<file path="config.mk">
export PLATFORM = sky130hd
export DESIGN_NAME = instr_fetch_queue
export DESIGN_NICKNAME = d
export VERILOG_FILES = /design/src/rtl/fetch_pkg.sv /design/src/rtl/fetch_fifo.sv /design/src/rtl/instr_fetch_queue.sv
export SDC_FILE = /design/constraint.sdc
export NUM_CORES = 1
export LEC_CHECK = 0
export ABC_AREA = 1
export CORE_MARGIN = 2
export CORE_UTILIZATION = 45
export CTS_BUF_LIST = sky130_fd_sc_hd__clkbuf_8
export CTS_CLUSTER_DIAMETER = 100
export DETAILED_ROUTE_END_ITERATION = 6
export PLACE_DENSITY = 0.66
export SKIP_CTS_REPAIR_TIMING = 1
export SYNTH_ARGS = -nofsm -noshare
export SYNTH_HDL_FRONTEND = slang
export SYNTH_SLANG_ARGS = --single-unit
</file>
<file path="constraint.sdc">
create_clock -name clock -period 5.2 [get_ports clock]
set_input_delay 1.04 -clock clock [delete_from_list [all_inputs] [get_ports clock]]
set_output_delay 1.04 -clock clock [all_outputs]
set_load 0.05 [all_outputs]
</file>
<file path="src/rtl/fetch_pkg.sv">
// Shared types and constants for the instruction fetch stage.
// Defines the queue entry bundle, the fetch FSM states and the instruction size.
package fetch_pkg;

    localparam int INSTR_BYTES = 4;

    typedef struct packed {
        logic [31:0] pc;
        logic [31:0] instr;
    } fetch_entry_t;

    typedef enum logic {
        RUN   = 1'b0,
        FLUSH = 1'b1
    } fetch_state_t;

endpackage

</file>
<file path="src/rtl/fetch_fifo.sv">
// Synchronous FIFO used for both the request PC tags and the entry queue.
// Ports: clock, reset, push/push_data, pop, flush -> head, full, empty, count.
module fetch_fifo #(
    parameter int WIDTH = 32,
    parameter int DEPTH = 4
) (
    input  logic                     clock,
    input  logic                     reset,
    input  logic                     push,
    input  logic [WIDTH-1:0]         push_data,
    input  logic                     pop,
    input  logic                     flush,
    output logic [WIDTH-1:0]         head,
    output logic                     full,
    output logic                     empty,
    output logic [$clog2(DEPTH):0]   count
);

    localparam int AW = $clog2(DEPTH);
    localparam logic [AW:0] DEPTH_C = (AW+1)'(DEPTH);

    logic [WIDTH-1:0] mem [DEPTH];
    logic [AW-1:0]    rd_ptr;
    logic [AW-1:0]    wr_ptr;
    logic             do_push;
    logic             do_pop;

    assign full    = (count == DEPTH_C);
    assign empty   = (count == '0);
    assign do_pop  = pop && !empty;
    // A push into a full FIFO is only accepted when a pop frees a slot.
    assign do_push = push && (!full || do_pop);
    assign head    = mem[rd_ptr];

    always_ff @(posedge clock) begin
        if (reset || flush) begin
            rd_ptr <= '0;
            wr_ptr <= '0;
            count  <= '0;
        end else begin
            if (do_push) wr_ptr <= wr_ptr + 1'b1;
            if (do_pop)  rd_ptr <= rd_ptr + 1'b1;
            if (do_push && !do_pop)
                count <= count + 1'b1;
            else if (do_pop && !do_push)
                count <= count - 1'b1;
        end
    end

    always_ff @(posedge clock) begin
        if (do_push) mem[wr_ptr] <= push_data;
    end

    always_ff @(posedge clock) begin
        if (!reset && !flush)
            assert (!(push && full && !do_pop))
            else $error("fetch_fifo: push into full FIFO");
    end

endmodule

</file>
<file path="src/rtl/instr_fetch_queue.sv">
// Fetch stage: owns the fetch PC, issues imem requests, queues responses for decode.
// Ports: clock/reset, imem_req_*, imem_resp_*, instr_valid/instr/pcQ/pcPlus4/instr_ready,
// redirect_valid/redirect_pc; perf_* counters only when FETCH_PERF_CNT_EN is defined.
module instr_fetch_queue
    import fetch_pkg::*;
#(
    parameter int          DEPTH    = 4,
    parameter logic [31:0] RESET_PC = 32'h0000_0000
) (
    input  logic        clock,
    input  logic        reset,
    output logic        imem_req_valid,
    output logic [31:0] imem_req_addr,
    input  logic        imem_req_ready,
    input  logic        imem_resp_valid,
    input  logic [31:0] imem_resp_data,
    output logic        instr_valid,
    output logic [31:0] instr,
    output logic [31:0] pcQ,
    output logic [31:0] pcPlus4,
    input  logic        instr_ready,
    input  logic        redirect_valid,
    input  logic [31:0] redirect_pc
`ifdef FETCH_PERF_CNT_EN
    ,
    output logic [31:0] perf_fetched,
    output logic [31:0] perf_redirects,
    output logic [31:0] perf_stall
`endif
);

    localparam int CW = $clog2(DEPTH) + 1;
    localparam logic [CW:0] DEPTH_W = (CW+1)'(DEPTH);
    localparam int EW = $bits(fetch_entry_t);

    fetch_state_t  state;
    logic [31:0]   fetch_pc;
    logic [CW-1:0] drop;
    logic [CW-1:0] inflight;
    logic [CW-1:0] occupancy;
    logic [CW-1:0] redirect_drop;
    logic [CW:0]   used;
    logic          req_fire;
    logic          deq;
    logic          push_q;
    logic [31:0]   tag_head;
    logic          q_empty;
    logic [EW-1:0] q_head_bits;
    fetch_entry_t  q_head;
    fetch_entry_t  q_push;
    logic          tag_full;
    logic          tag_empty;
    logic          q_full;
    logic          unused_bits;

    // Requests are limited by credits: queued plus in-flight never exceeds DEPTH.
    assign used           = {1'b0, occupancy} + {1'b0, inflight};
    assign imem_req_valid = !reset && (state == RUN) && !redirect_valid
                            && (used < DEPTH_W);
    assign imem_req_addr  = fetch_pc;
    assign req_fire       = imem_req_valid && imem_req_ready;

    assign instr_valid = !q_empty;
    assign deq         = instr_valid && instr_ready;
    assign push_q      = imem_resp_valid && (drop == '0);
    assign q_head      = fetch_entry_t'(q_head_bits);
    assign q_push      = '{pc: tag_head, instr: imem_resp_data};

    assign instr   = instr_valid ? q_head.instr : '0;
    assign pcQ     = instr_valid ? q_head.pc : '0;
    assign pcPlus4 = instr_valid ? q_head.pc + 32'(INSTR_BYTES) : '0;

    // A response landing on the redirect edge is already accounted for.
    assign redirect_drop = inflight - {{(CW-1){1'b0}}, imem_resp_valid};

    assign unused_bits = ^{tag_full, tag_empty, q_full, redirect_pc[1:0]};

    // The tag FIFO count doubles as the in-flight request counter.
    fetch_fifo #(.WIDTH(32), .DEPTH(DEPTH)) u_tag_fifo (
        .clock     (clock),
        .reset     (reset),
        .push      (req_fire),
        .push_data (fetch_pc),
        .pop       (imem_resp_valid),
        .flush     (1'b0),
        .head      (tag_head),
        .full      (tag_full),
        .empty     (tag_empty),
        .count     (inflight)
    );

    fetch_fifo #(.WIDTH(EW), .DEPTH(DEPTH)) u_entry_fifo (
        .clock     (clock),
        .reset     (reset),
        .push      (push_q),
        .push_data (q_push),
        .pop       (deq),
        .flush     (redirect_valid),
        .head      (q_head_bits),
        .full      (q_full),
        .empty     (q_empty),
        .count     (occupancy)
    );

    always_ff @(posedge clock) begin
        if (reset) begin
            state    <= RUN;
            fetch_pc <= RESET_PC;
            drop     <= '0;
        end else if (redirect_valid) begin
            fetch_pc <= {redirect_pc[31:2], 2'b00};
            drop     <= redirect_drop;
            state    <= (redirect_drop != '0) ? FLUSH : RUN;
        end else begin
            if (req_fire)
                fetch_pc <= fetch_pc + 32'(INSTR_BYTES);
            if (imem_resp_valid && (drop != '0))
                drop <= drop - 1'b1;
            if ((state == FLUSH) && (drop == '0))
                state <= RUN;
        end
    end

`ifdef FETCH_PERF_CNT_EN
    always_ff @(posedge clock) begin
        if (reset) begin
            perf_fetched   <= '0;
            perf_redirects <= '0;
            perf_stall     <= '0;
        end else begin
            if (deq)
                perf_fetched <= perf_fetched + 1'b1;
            if (redirect_valid)
                perf_redirects <= perf_redirects + 1'b1;
            if (instr_ready && !instr_valid)
                perf_stall <= perf_stall + 1'b1;
        end
    end
`else
    // Counters are absent in this build.
`endif

endmodule
</file>
==> results of run 1 <==
==> sequential cells by signal, summed over array words and instances, names as in the netlist, named ones only <==
name	flops
u_tag_fifo.wr_ptr	2
drop	3
imem_req_addr	30
state	1
u_tag_fifo.count	3
u_entry_fifo.wr_ptr	2
u_tag_fifo.mem	120
u_entry_fifo.rd_ptr	2
u_tag_fifo.rd_ptr	2
u_entry_fifo.mem	248
u_entry_fifo.count	3
==> critical path, cell delays in order (launching register included) <==
cell	delay, ps
dfxtp_2	330
buf_4	760
a21oi_1	90
o21ai_1	120
nand2_1	130
nor2_4	170
nand2_1	160
nor2_2	220
o21ai_1	80
nor2_1	180
clkdlybuf4s50_1	840
==> layout make-up <==
| type | instances | area share |
|---|---|---|
| Inverter | 113 | 0.01907 |
| Tap cell | 539 | 0.02989 |
| Clock buffer | 70 | 0.04269 |
| Multi-Input combinational cell | 1305 | 0.2649 |
| Clock inverter | 56 | 0.01236 |
| Sequential cell | 420 | 0.5361 |
| Timing Repair Buffer | 214 | 0.09504 |
==> cell usage after synthesis <==
cell,instances
edfxtp_1,368
nand2_1,447
nand3_1,106
or2_2,1
clkbuf_1,32
buf_4,14
a21oi_1,77
o211ai_1,5
clkinv_2,1
nor2_4,5
a32o_1,1
nor3_1,21
nor2_2,13
fa_1,2
nand2_2,10
buf_2,22
o21ai_1,13
nor2_1,347
o21ai_0,157
buf_12,1
o221ai_1,1
o22ai_1,30
buf_6,8
clkinv_1,1
nand4_1,5
and2_1,2
inv_1,107
o31ai_1,1
ha_1,18
inv_2,3
xnor2_1,5
nand2_4,1
dfxtp_1,52
a31oi_1,12
inv_6,1
buf_8,2
a211oi_1,2
a21o_1,1
buf_1,15
xor2_1,14
nand3_2,2
conb_1,1
==> routing by layer <==
metal	global-route usage	routed length, µm
met1	0.3049	21890
met3	0.03905	3198
met5	0	0
met2	0.3409	21870
met4	0.05739	595
==> metrics by stage <==
stage / worst slack [ps] / utilization
floorplan: 775.8 / -
global placement: 1028 / 0.5106
detailed placement: 1017 / 0.5106
CTS: 343.6 / 0.5404
global route: 115.7 / 0.5404
finish: 364.9 / 0.5404
==> logic make-up (layout without fill, tap and decap cells) <==
family,after synthesis,in the layout,share of synthesized area
compound gates,300,300,0.08356
xor+xnor,19,19,0.008771
fa+ha+maj,20,20,0.01398
buf+inv,207,453,0.05072
flops,420,420,0.6373
other cells,1,6,0.0001977
simple gates,960,960,0.2054
==> power breakdown <==
| group | total [mW] | switching, mW | internal, mW |
|---|---|---|---|
| clock | 2.59 | 1.27 | 1.32 |
| combinational | 3.13 | 2.27 | 0.861 |
| sequential | 4.15 | 0.108 | 4.04 |
| total | 9.87 | 3.65 | 6.22 |
==> worst min path at each step <==
stage,start,end,slack (ps),cells after the start
after floorplan,u_entry_fifo.rd_ptr[1]$_SDFFE_PP0N_,flip-flop,440,2
final,u_entry_fifo.rd_ptr[1]$_SDFFE_PP0N_,flip-flop,460,2
after detailed placement,u_entry_fifo.rd_ptr[1]$_SDFFE_PP0N_,flip-flop,450,2
after global routing,u_entry_fifo.rd_ptr[1]$_SDFFE_PP0N_,flip-flop,490,2
after CTS,u_entry_fifo.rd_ptr[1]$_SDFFE_PP0N_,flip-flop,460,2
after global placement,u_entry_fifo.rd_ptr[0]$_SDFFE_PP0N_,flip-flop,450,1
==> metrics.md, run 1 <==
| Metric | Value |
|---|---|
| Status | `completed` |
| Period minus WS final | `between 4000 and 5000 ps` |
| Die Width | `between 200 and 250 µm` |
| CORE AREA | `roughly 42,000 µm²` |
| Cell area after layout | `approximately 23,000 µm²` |
| Routed via count | `14.16k` |
| Io pins | `200` |
| Rel. slew slack | `0.2870` |
| Cell taking the most area after synthesis | `edfxtp_1` |
| Most frequent cells in the layout | `nand2_1 (447), edfxtp_1 (368), nor2_1 (339)` |
| Mapped Avg Cell Area | `9.845 µm²` |
| Pleak | `8.386 nW` |
| Post-route DRC | `0` |
| Reg2Reg Depth | `12` |
| Final Power | `9.869 mW` |
| Post-DR wirelength/cell | `17.50 µm` |
| Worst-path maximum fanout | `85` |
| WP data arrival | `approximately 3800 ps` |
| Clk Latency, worst-skew pair | `620 ps` |
| DP Wirelength | `30.31 mm` |
| Layout Area Growth over Synthesis | `18.94%` |
| CTS max path bufs | `3` |
| Filler-free cell count of the finished design | `2,717` |
| Gr usage total | `0.2144` |
| Initial Utilization | `0.4543` |
| Final setup viols | `0` |
| Starting DRC count in detailed routing | `1,074` |
| Fillcell total | `3,584` |
| Synthesized cell area | `18,970 µm²` |
| CTS tree | `yes` |
| Diode count | `0` |
| Num Clock Sinks | `420` |
| RSZ-0062 raised after global routing | `no` |
| Syn Inst Count | `1,927` |
| Fin. Hold Viols | `0` |
| Critical R2R Capture | `imem_req_addr[31]$_SDFFE_PP0P_` |
| Fin crit share | `0.9298` |
| Reg2reg setup slack | `2490 ps` |
| Fin Setup TNS | `0 ps` |
| Top cells by area, synth | `edfxtp_1 (58%), nand2_1 (8.8%), nor2_1 (6.9%)` |
| Pin count of the biggest net entering global routing | `roughly 130` |
| Placed cell count | `2,591` |
| Fmax | `about 210 MHz` |
| Sequential cell area | `between 10,000 and 15,000 µm²` |
| Area of the multi-input gates | `5977 µm²` |
| Power Density | `437.3 nW/µm²` |
| Vias/cell | `5.211` |
| Fraction of layout cells with a size suffix above 1 | `0.07668` |
| Distinct cells, synth | `42` |
| Row Count | `75` |
| Max-slew violations | `0` |
| Post-route ant nets | `0` |
| Initial antenna violation count | `0` |
| Yosys warning total | `0` |
| DR pass1 iterations | `5` |
| Worst VDD drop | `0.2200 mV` |
| DRT Wirelength | `47.55 mm` |
| Reg2reg start | `u_tag_fifo.count[1]$_SDFFE_PP0P_` |
| First-pass GRT wire length | `between 70 and 80 mm` |
| Post-synthesis register bit count | `420` |
| Clock tree root buffer cell | `clkbuf_8` |
| Hold Path Class | `flip-flop to flip-flop` |
| Final nets | `roughly 2.2k` |
| Max H-tree Level | `3` |
| Vias in the first global route | `roughly 13k` |
| Most common cell after layout, fill and taps aside | `nand2_1` |
| Setup crit start kind | `flip-flop` |
| Post-placement cell area | `21,320 µm²` |
| Critical Path RT | `4160 ps` |
| Die height | `209.3 µm` |
| Die ar. | `roughly 44,000 µm²` |
| Worst hold slack | `463.7 ps` |
| CTS clk-pin slew, worst paths | `around 60 ps` |
| Port Buffers | `191` |
| Grt ovf | `0` |
| Max_cap viols | `0` |
| Critical Path End Type | `primary output` |
| Kind of critical path | `flip-flop to primary output` |
| Slew @ Worst Pin | `1070 ps` |
| Synth top area share | `0.5825` |
| Gpl congestion | `around 0.86` |
| Max Clock Skew | `41.38 ps` |
| Worst Setup EP | `pcPlus4[17]` |
| Seq/Total Area, Yosys | `0.6373` |
| CTS Buf Count | `70` |
No activity file was read; power rests on OpenSTA's default activity.
==> run 2, diff against run 1 <==
CORE_MARGIN = default   (was 2)
==> metrics.md, run 2 (synthesis results as in run 1) <==
| Metric | Value |
|---|---|
| Max reg flops | `248` |
| Power Density | `between 400 and 500 nW/µm²` |
| CORE AREA | `about 40,000 µm²` |
| Final nets | `2,217` |
| Hold Path Class | `flip-flop to flip-flop` |
| Clk Latency, worst-skew pair | `between 600 and 700 ps` |
| Critical R2R Capture | `u_entry_fifo.count[2]$_SDFFE_PP0P_` |
| CTS tree | `yes` |
| DR pass1 iterations | `7` |
| Slew @ Worst Pin | `between 1000 and 1500 ps` |
| Most common cell after layout, fill and taps aside | `nand2_1` |
| WP data arrival | `roughly 3800 ps` |
| Reg2reg start | `u_entry_fifo.count[0]$_SDFFE_PP0P_` |
| Fin Setup TNS | `0 ps` |
| Post-route ant nets | `0` |
| Worst-path maximum fanout | `52` |
| Max Clock Skew | `between 20 and 30 ps` |
| Setup crit start kind | `flip-flop` |
| Fin crit share | `0.9274` |
| Port Buffers | `approximately 190` |
| Reg2Reg Depth | `14` |
| DP Wirelength | `~30 mm` |
| Pleak | `8.439 nW` |
| Max-slew violations | `0` |
| Initial antenna violation count | `1` |
| Status | `completed` |
| Reg2reg setup slack | `roughly 2300 ps` |
| Layout Area Growth over Synthesis | `19.37%` |
| Pin count of the biggest net entering global routing | `about 130` |
| Most frequent cells in the layout | `nand2_1 (447), edfxtp_1 (368), nor2_1 (339)` |
| Fillcell total | `3,599` |
| Sequential cell area | `12,100 µm²` |
| DRT Wirelength | `around 47 mm` |
| Vias/cell | `approximately 5.2` |
| Die ar. | `42,990 µm²` |
| Fin. Hold Viols | `0` |
| Die Width | `207.3 µm` |
| First-pass GRT wire length | `73.45 mm` |
| Area of the multi-input gates | `5977 µm²` |
| Period minus WS final | `4822 ps` |
| Post-route DRC | `0` |
| Fmax | `~210 MHz` |
| Rel. slew slack | `0.3230` |
| Fraction of layout cells with a size suffix above 1 | `0.08143` |
| Initial Utilization | `0.4605` |
| Io pins | `200` |
| Top reg by flops | `u_entry_fifo.mem` |
| CTS Buf Count | `73` |
| RSZ-0062 raised after global routing | `no` |
| Gpl congestion | `0.8803` |
| Routed via count | `14.17k` |
| CTS max path bufs | `3` |
| Kind of critical path | `flip-flop to primary output` |
| Grt ovf | `0` |
| Die height | `207.3 µm` |
| Num Clock Sinks | `420` |
| Max_cap viols | `0` |
| Final setup viols | `0` |
| Critical Path End Type | `primary output` |
| Worst Setup EP | `pcPlus4[8]` |
| CTS clk-pin slew, worst paths | `50 ps` |
| Post-DR wirelength/cell | `17.33 µm` |
| Vias in the first global route | `between 10k and 15k` |
| Starting DRC count in detailed routing | `1,025` |
| Worst VDD drop | `0.1951 mV` |
| Max H-tree Level | `3` |
| Clock tree root buffer cell | `clkbuf_8` |
| Gr usage total | `0.2179` |
| Critical Path RT | `4160 ps` |
| Row Count | `74` |
| Final core utilization | `0.5497` |
==> run 2: cell types whose count changed in the layout (fill, tap and decap cells not counted), moves of 2 or more <==
cell,before,now
inv_8,2,0
buf_4,27,30
clkinv_1,18,14
clkbuf_8,70,79
buf_12,7,3
clkinv_2,7,10
==> run 2: critical path, cell delays in order, from the launching register on <==
cell and delay, ps:
dfxtp_2 320, inv_2 670, o211ai_1 240, nand2_1 200, ha_1 230, nand3_1 120, nor2_2 200, nand2_2 160
a21oi_1 180, clkdlybuf4s50_1 820
==> run 2: worst min path at each step <==
stage	from	endpoint	slack (ps)	cells after the start
finish	u_entry_fifo.rd_ptr[1]$_SDFFE_PP0N_	flip-flop	450	2
global route	u_entry_fifo.rd_ptr[1]$_SDFFE_PP0N_	flip-flop	490	2
CTS	u_entry_fifo.rd_ptr[1]$_SDFFE_PP0N_	flip-flop	460	2
floorplan	u_entry_fifo.rd_ptr[1]$_SDFFE_PP0N_	flip-flop	440	2
detailed placement	u_entry_fifo.rd_ptr[1]$_SDFFE_PP0N_	flip-flop	440	2
global placement	u_entry_fifo.rd_ptr[1]$_SDFFE_PP0N_	flip-flop	450	2
==> run 2: per-stage QoR <==
step / hold WS, ps / setup slack (ps) / instance area [µm²] / power (mW) / cells
2_1_floorplan: 435.6 / 775.8 / 18990 / 6.291 / 1932
3_3_place_gp: 449.3 / 972.7 / 21260 / 7.269 / 2584
3_5_place_dp: 444.8 / 922.1 / 21260 / 7.330 / 2584
4_1_cts: 455.4 / 277.4 / 22640 / 10.12 / 2718
5_1_grt: 487.0 / 53.43 / 22640 / 10.54 / 2718
6_report: 450.7 / 377.6 / 22650 / 10.07 / 2719
==> run 2: layout make-up <==
| cell class | instances | area share |
|---|---|---|
| Clock inverter | 55 | 0.01276 |
| Sequential cell | 420 | 0.5341 |
| Multi-Input combinational cell | 1305 | 0.2639 |
| Antenna cell | 1 | 0.0001105 |
| Inverter | 113 | 0.01901 |
| Clock buffer | 79 | 0.04801 |
| Tap cell | 532 | 0.02939 |
| Timing Repair Buffer | 214 | 0.09265 |
==> run 2: routing by layer <==
metal  track usage  part of all wire
met1        0.2994              0.45
met2        0.3441              0.45
met3       0.04508             0.068
met4       0.07488             0.023
met5             0                 0
==> run 2: report_power, final <==
part           internal (mW)  leakage, nW  switching, mW  total [mW]
logic                  0.846         3.87           2.27        3.12
clock network           1.50        0.791           1.29        2.79
registers               4.04         3.78          0.108        4.15
total                   6.39         8.44           3.67        10.1
==> run 3, diff against run 2 <==
DONT_BUFFER_PORTS = 1   (was default)
PLACE_DENSITY = default   (was 0.66)
==> metrics.md, run 3 (synthesis results as in run 1) <==
| Metric | Value |
|---|---|
| WP data arrival | `between 3000 and 4000 ps` |
| Pleak | `between 8 and 9 nW` |
| Worst hold slack | `roughly 470 ps` |
| Max stage delay cell, worst path | `buf_4` |
| Initial antenna violation count | `0` |
| Worst stage delay on the critical path | `570 ps` |
| Io pins | `200` |
| RSZ-0062 raised after global routing | `no` |
| CTS max path bufs | `3` |
| Power Density | `457.0 nW/µm²` |
| Final setup viols | `0` |
| Vias in the first global route | `12.84k` |
| Slew @ Worst Pin | `1061 ps` |
| Post-route DRC | `0` |
| Critical Path RT | `4160 ps` |
| Vias/cell | `5.265` |
| First-pass GRT wire length | `71.70 mm` |
| Reg2reg start | `u_tag_fifo.count[2]$_SDFFE_PP0P_` |
| Setup crit start kind | `flip-flop` |
| Post-route ant nets | `0` |
| Period minus WS final | `4404 ps` |
| Hold Path Class | `flip-flop to flip-flop` |
| Fin Setup TNS | `0 ps` |
| Starting DRC count in detailed routing | `944` |
| DR pass1 iterations | `6` |
| Hold depth | `2` |
| Setup slack at placement | `between 1000 and 1500 ps` |
| Final nets | `approximately 2.1k` |
| Num Clock Sinks | `420` |
| Gr usage total | `0.2144` |
| Most frequent cells in the layout | `nand2_1 (447), edfxtp_1 (368), nor2_1 (339)` |
| Min-delay src | `u_tag_fifo.rd_ptr[1]$_SDFFE_PP0N_` |
| Die Width | `207.3 µm` |
| Layout Area Growth over Synthesis | `11.80%` |
| Critical Path End Type | `primary output` |
| Fmax | `227.0 MHz` |
| Most frequent cell on the critical path | `nand2_1` |
| Top reg by flops | `u_entry_fifo.mem` |
| Worst-path maximum fanout | `55` |
| Die height | `about 210 µm` |
| Clock tree root buffer cell | `clkbuf_8` |
| CTS clk-pin slew, worst paths | `about 50 ps` |
| Fin. Hold Viols | `0` |
| Die ar. | `42,990 µm²` |
| Most common cell after layout, fill and taps aside | `nand2_1` |
| DRT Wirelength | `46.18 mm` |
| Initial Utilization | `0.4605` |
| Max-slew violations | `0` |
| Clk Latency, worst-skew pair | `600 ps` |
| Status | `completed` |
| Pin count of the biggest net entering global routing | `84` |
| Critical R2R Capture | `u_tag_fifo.count[2]$_SDFFE_PP0P_` |
| Fin crit share | `0.8470` |
| CORE AREA | `around 41,000 µm²` |
| Port Buffers | `0` |
| Final Power | `9.694 mW` |
| Gpl congestion | `~0.9` |
| Max Clock Skew | `18.28 ps` |
| Max reg flops | `248` |
| Fraction of layout cells with a size suffix above 1 | `0.1139` |
| CTS tree | `yes` |
| Reg2reg setup slack | `approximately 2200 ps` |
| Kind of critical path | `flip-flop to primary output` |
| Setup ws final | `795.6 ps` |
| Max_cap viols | `0` |
| Reg2Reg Depth | `16` |
| Worst VDD drop | `approximately 0.17 mV` |
| Row Count | `74` |
| CTS Buf Count | `72` |
| Diode count | `0` |
| Fillcell total | `about 3.7k` |
| Cells along the critical path | `buf_4, nand2_1, nand3_1, nand2_1, nor2_1, nand2_1, nor2_2, nand3_1, nand2_1, nand2_1, nor2_1, buf_4` |
| Grt ovf | `0` |
| Routed via count | `13.67k` |
| DP Wirelength | `28.85 mm` |
| Rel. slew slack | `0.2925` |
| Post-DR wirelength/cell | `roughly 18 µm` |
| Max H-tree Level | `3` |
run 3: metal layers:
metal | track usage | vias to the layer above | part of all wire
met5 | 0 | - | 0
met4 | 0.07180 | 0 | 0.026
met3 | 0.04523 | 94 | 0.065
met2 | 0.3422 | 436 | 0.46
met1 | 0.2916 | 6424 | 0.45
li1 | - | 6715 | -
run 3: worst max-delay path: cells and delay by family (launching register included):
kind / cells / cell delay [ps]
buffers and inverters: 2 / 800
flip-flops: 1 / 560
AND/OR/NAND/NOR: 10 / 1360
run 3: worst max-delay path by stage:
stage                     cells past startpoint  slack [ps]   startpoint                          endpoint
final                                        12         800    flip-flop                       pcPlus4[21]
after global routing                         12         480    flip-flop                       pcPlus4[21]
after CTS                                    12         770    flip-flop                       pcPlus4[21]
after detailed placement                     12        1420    flip-flop                       pcPlus4[21]
after global placement                       14        1450    flip-flop                       pcPlus4[30]
after floorplan                               4         780  instr_ready  u_entry_fifo.mem[0][0]$_DFFE_PP_
run 3: per-stage QoR:
step           cell area, µm²    util  std cells
2_1_floorplan           18990       -       1932
3_3_place_gp            19950  0.4842       2474
3_5_place_dp            19950  0.4842       2474
4_1_cts                 21210  0.5148       2596
5_1_grt                 21210  0.5148       2596
6_report                21210  0.5148       2596
run 3: area by class of cell:
cell class,count,area (µm²),area share
tap,532,665.6,0.03138
inverter,113,430.4,0.02029
clock buffer,74,1018,0.04802
clock inverter,48,240.2,0.01133
multi-input combinational,1305,5977,0.2818
sequential,420,12100,0.5704
timing repair buffer,104,780.7,0.03681
run 3: power by group:
group / switching (mW) / total, mW / internal (mW)
Sequential: 0.170 / 4.22 / 4.05
Clock: 1.25 / 2.66 / 1.41
Combinational: 2.14 / 2.82 / 0.672
==> variant 1: new RTL, settings of run 1 <==
`DEPTH` is set to 4 in 2 places; all go to 2.
--- a/src/rtl/fetch_fifo.sv
+++ b/src/rtl/fetch_fifo.sv
@@ -2,7 +2,7 @@
 // Ports: clock, reset, push/push_data, pop, flush -> head, full, empty, count.
 module fetch_fifo #(
     parameter int WIDTH = 32,
-    parameter int DEPTH = 4
+    parameter int DEPTH = 2
 ) (
     input  logic                     clock,
     input  logic                     reset,
--- a/src/rtl/instr_fetch_queue.sv
+++ b/src/rtl/instr_fetch_queue.sv
@@ -4,7 +4,7 @@
 module instr_fetch_queue
     import fetch_pkg::*;
 #(
-    parameter int          DEPTH    = 4,
+    parameter int          DEPTH    = 2,
     parameter logic [31:0] RESET_PC = 32'h0000_0000
 ) (
     input  logic        clock,
Function: changed (a bounded check fails within 4 cycles, from zero or initial values and one cycle with reset high).
==> variant 1 against run 1 <==
- worst setup slack better by 150 ps
- non-clock buffer count down 12
- sequential cell count shrank 193
- total power down 47%
- count of clock-buffer cells in the layout shrank 27
- clock skew shrank 14 ps
- cell area fell by 40%
- wire length is 47% lower
- area after synthesis down 44%
- critical path type unchanged
==> variant 1: results (changes against run 1) <==
* Cell area power density at 382 nW/µm² (-13%)
* P_comb at 1.41 mW (-55%)
* CTS buffer count at 37 (-47%)
* Root buffer cell: clkbuf_8
* Post-synth EDFFs at 184 (-50%)
* Worst setup SP type: register
* Number of port buffers at 191 (unchanged)
* Synth unique cells at 30 (-29%)
* Worst-path fanout max at 63 (-26%)
* Max reg flops at 124 (-50%)
* Seq. pwr at 2.24 mW (-46%)
* Routed WL at 25300 µm (-47%)
* Synth area leaders: edfxtp_1 (52%), nand2_1 (14%), dfxtp_1 (8.1%)
* R2R Path Start: u_entry_fifo.count[1]
* Dpl hpwl at 17500 µm (-42%)
* Relative slew slack at 31.9% (+3.2 points)
* Reg2reg end: u_tag_fifo.mem[1][29]
* Reg clk slew, reported paths at 60 ps (about the same)
* Critical hold path startpoint: u_entry_fifo.rd_ptr
* CP top delay family: buffers and inverters
* H-tree levels at 2 (-1)
* Largest net degree at the start of global routing at 76 (-42%)
* Inst Count DP at 1645 (-37%)
* Min-Delay Path Class: reg -> reg
* Via/cell ratio at 4.85 (-6.9%)
* R2r setup slk at 2280 ps (-210 ps)
* Status: complete, no violations
* Worst vdd ir at 0.000171 V (-22%)
* Worst Path Arrival at 3640 ps (-160 ps)
* LEAKAGE at 5.15 nW (-39%)
* Layout cell share with drive strength beyond 1 at 7.97% (+0.31 points)
* Biggest register: u_entry_fifo.mem
* Initial antenna violation count at 0 (unchanged)
* Initial detailed-routing violation count at 557 (-48%)
* Vias in the first global route at 7826 (-41%)
* CP endpoint: pcPlus4[26]
* # fillers at 2052 (-43%)
* All-Layer GR Usage at 20.0% (-1.4 points)
* Min Hold Slack at 448 ps (-15.6 ps)
* First-pass GRT wire length at 39200 µm (-46%)
* Slew Viols, Final at 0 (unchanged)
* R2R cell count at 7 (-5)
* Sequential fraction of the synthesis area at 60.1% (-3.7 points)
* Nets@finish at 1442 (-35%)
* GP Congestion at 0.887 (+2.6%)
* Vias at 8298 (-41%)
* Max stage delay on crit path at between 800 and 900 ps
* Synth top cells by count: nand2_1 (383), edfxtp_1 (184), nor2_1 (135)
* Worst Hold Path Cells at 1 (-1)
* Clk_lat worst skew at 510 ps (-110 ps)
* Internal power at 3.51 mW (-44%)
* Syn Area/Cell at 9.15 µm² (-7.1%)
* Final setup skew at 27.3 ps (-14.1 ps)
[variant 1: cell count changes after synthesis, sizes merged, moves of 12 or more]
cell / change
nor2: -217
edfxtp: -184
o21ai: -127
nand2: -74
nand3: -55
buf: -41
mux2: +30
o22ai: -30
nor3: -16
ha: -12
[variant 1: kinds of logic (layout without fill, tap and decap cells)]
logic type	count (synthesis)	after routing	synth area share (%)
XOR/XNOR	14	14	1.15
AO/OA/AOI/OAI	136	136	6.59
other	1	6	0.0353
multiplexers	30	30	3.18
adder cells (fa/ha/maj)	7	7	0.894
buffers and inverters	147	372	5.60
AND/OR/NAND/NOR	600	600	22.5
flip-flops	227	227	60.1
[variant 1: through the flow]
step	instance area, µm²	total power [mW]	worst slack [ps]
after floorplan	10700	3.23	841
after global placement	12900	3.67	1080
after detailed placement	12900	3.69	1040
after CTS	13600	5.25	491
after global routing	13600	5.45	240
final	13600	5.21	517
[variant 1: final cells by class]
| class | count | area share [%] |
|---|---|---|
| clock buffer | 43 | 4.34 |
| tap | 319 | 2.93 |
| timing repair buffer | 202 | 14.6 |
| inverter | 104 | 2.86 |
| clock inverter | 23 | 1.24 |
| multi-input combinational | 793 | 27.1 |
| sequential | 227 | 46.9 |
[variant 1: worst reg2reg max path: stages, from the launching register on]
cell	delay (ps)
dfxtp_1	460
fa_1	470
nor2_1	140
nand4_1	180
a31oi_1	310
inv_1	130
nor2_2	510
buf_4	390
[variant 1: per-layer routing]
layer / GRT usage [%] / up-vias / wire length, µm
met4: 6.36 / 0 / 555
met2: 31.6 / 257 / 11100
li1: - / 4233 / -
met1: 28.2 / 3771 / 12100
met5: 0 / - / 0
met3: 3.39 / 37 / 1500
==> variant 2: new RTL, config.mk and constraints of run 1 <==
Without the edit above. The option `FETCH_PERF_CNT_EN` is turned on by a define.
--- a/src/rtl/instr_fetch_queue.sv
+++ b/src/rtl/instr_fetch_queue.sv
@@ -1,6 +1,8 @@
 // Fetch stage: owns the fetch PC, issues imem requests, queues responses for decode.
 // Ports: clock/reset, imem_req_*, imem_resp_*, instr_valid/instr/pcQ/pcPlus4/instr_ready,
 // redirect_valid/redirect_pc; perf_* counters only when FETCH_PERF_CNT_EN is defined.
+`define FETCH_PERF_CNT_EN
+
 module instr_fetch_queue
     import fetch_pkg::*;
 #(
Function (old outputs only; new: perf_fetched, perf_redirects and perf_stall): same outputs for any inputs over 4 cycles, from zero or initial values and one cycle with reset high; that may be too few to reach the edited logic, so the function may still have changed.
==> variant 2 against run 1 <==
- area after synthesis rose by 25%
- worst setup slack got worse by 110 ps
- cell count rose by 36%
- worst hold slack improved by 2.3 ps
- highest routed layer is now met5
- wire length rose by 32%
- first-iteration DRC count rose by 6.1%
- cell area rose by 28%
- combinational power rose by 2%
- total power rose by 17%
- global-route usage rose by 1.3 points
- sequential cell count rose by 96
- non-clock buffer count rose by 100
- sequential share of layout area fell by 5.2 points
==> variant 2: results (changes against run 1) <==
* Status: complete, no violations
* Post-Syn Area at 23700 µm² (+25%)
* Area of placed instances at 27400 µm² (+28%)
* GRT met1 Usage at 30.0% (-0.49 points)
* Sequential fraction of the synthesis area at 59.1% (-4.7 points)
* Vias in the first global route at 18500 (+40%)
* Least-Margin Pin Slew at 1060 ps (-4.54 ps)
* Final setup skew at 28.2 ps (-13.2 ps)
* All-Layer GR Usage at 22.8% (+1.3 points)
* Worst slack at placement at 886 ps (-131 ps)
* Worst vdd ir at 0.000170 V (-23%)
* Synth unique cells at 45 (+7.1%)
* Synth top cells by count: nand2_1 (620), nor2_1 (474), edfxtp_1 (368)
* Met2 Use GR at 36.8% (+2.7 points)
* CTS buffer count at 86 (+23%)
* Layout cell share with drive strength beyond 1 at 6.97% (-0.70 points)
* Initial antenna violation count at 6 (+6)
* Min Hold Slack at 466 ps (+2.29 ps)
* Sw Ratio at 34.6% (-2.4 points)
* First-pass GRT wire length at 97600 µm (+34%)
* Clock power frac at 29.7% (+3.5 points)
* Met2 WL at 28800 µm (+32%)
* R2r setup slk at 2190 ps (-300 ps)
* LEAKAGE at 10.6 nW (+26%)
* Post-Synth XOR/XNOR Area at 1.62% (+0.75 points)
* Final setup margin at 259 ps (-106 ps)
* Post-Layout Cell Count at 3702 (+36%)
* Nets@finish at 3046 (+38%)
* Worst Path Arrival at 3900 ps (+100 ps)
* WL per Instance at 16.9 µm (-3.3%)
* Syn Area/Cell at 8.95 µm² (-9.1%)
* Initial detailed-routing violation count at 1140 (+6.1%)
* Routed wl met3 at 4830 µm (+51%)
* Clk_lat worst skew at 670 ps (+50 ps)
* Dpl hpwl at 41700 µm (+38%)
* Tot Pwr at 11.5 mW (+17%)
* Inst Count DP at 3553 (+37%)
* M3 GR Usage at 5.86% (+2.0 points)
* DRT met1 WL at 27700 µm (+27%)
* Top layer in use: met5
* Worst-path fanout max at 84 (-1.2%)
==> variant 2: cell types whose count changed after synthesis, sizes merged, moves of 23 or more <==
cell / change
nor2: +132
nand4: +23
inv: +88
a21oi: +63
nand2: +175
dfxtp: +96
o21ai: +46
nor3: +27
==> variant 2: area by class of cell <==
type,count,area [µm²],area share (%)
antenna,2,5.00,0.0173
clock buffer,88,1210,4.18
clock inverter,59,400,1.38
inverter,200,754,2.60
multi-input combinational,1835,8490,29.3
sequential,516,14000,48.4
tap,688,861,2.97
timing repair buffer,314,3240,11.2
==> variant 2: final timing paths <==
kind / to / depth (start not counted) / start
max reg2reg: u_tag_fifo.count[2] / 15 / u_entry_fifo.count[2]
max: pcPlus4[11] / 10 / register
min reg2reg: register / 2 / u_entry_fifo.rd_ptr[1]
min: register / 2 / u_entry_fifo.rd_ptr[1]
==> variant 2: worst min-delay path, delay by kind of cell, from the launching register on <==
kind / cells / cell delay (ps)
AO/OA/AOI/OAI: 1 / 70
buffers and inverters: 1 / 60
flip-flops: 1 / 300
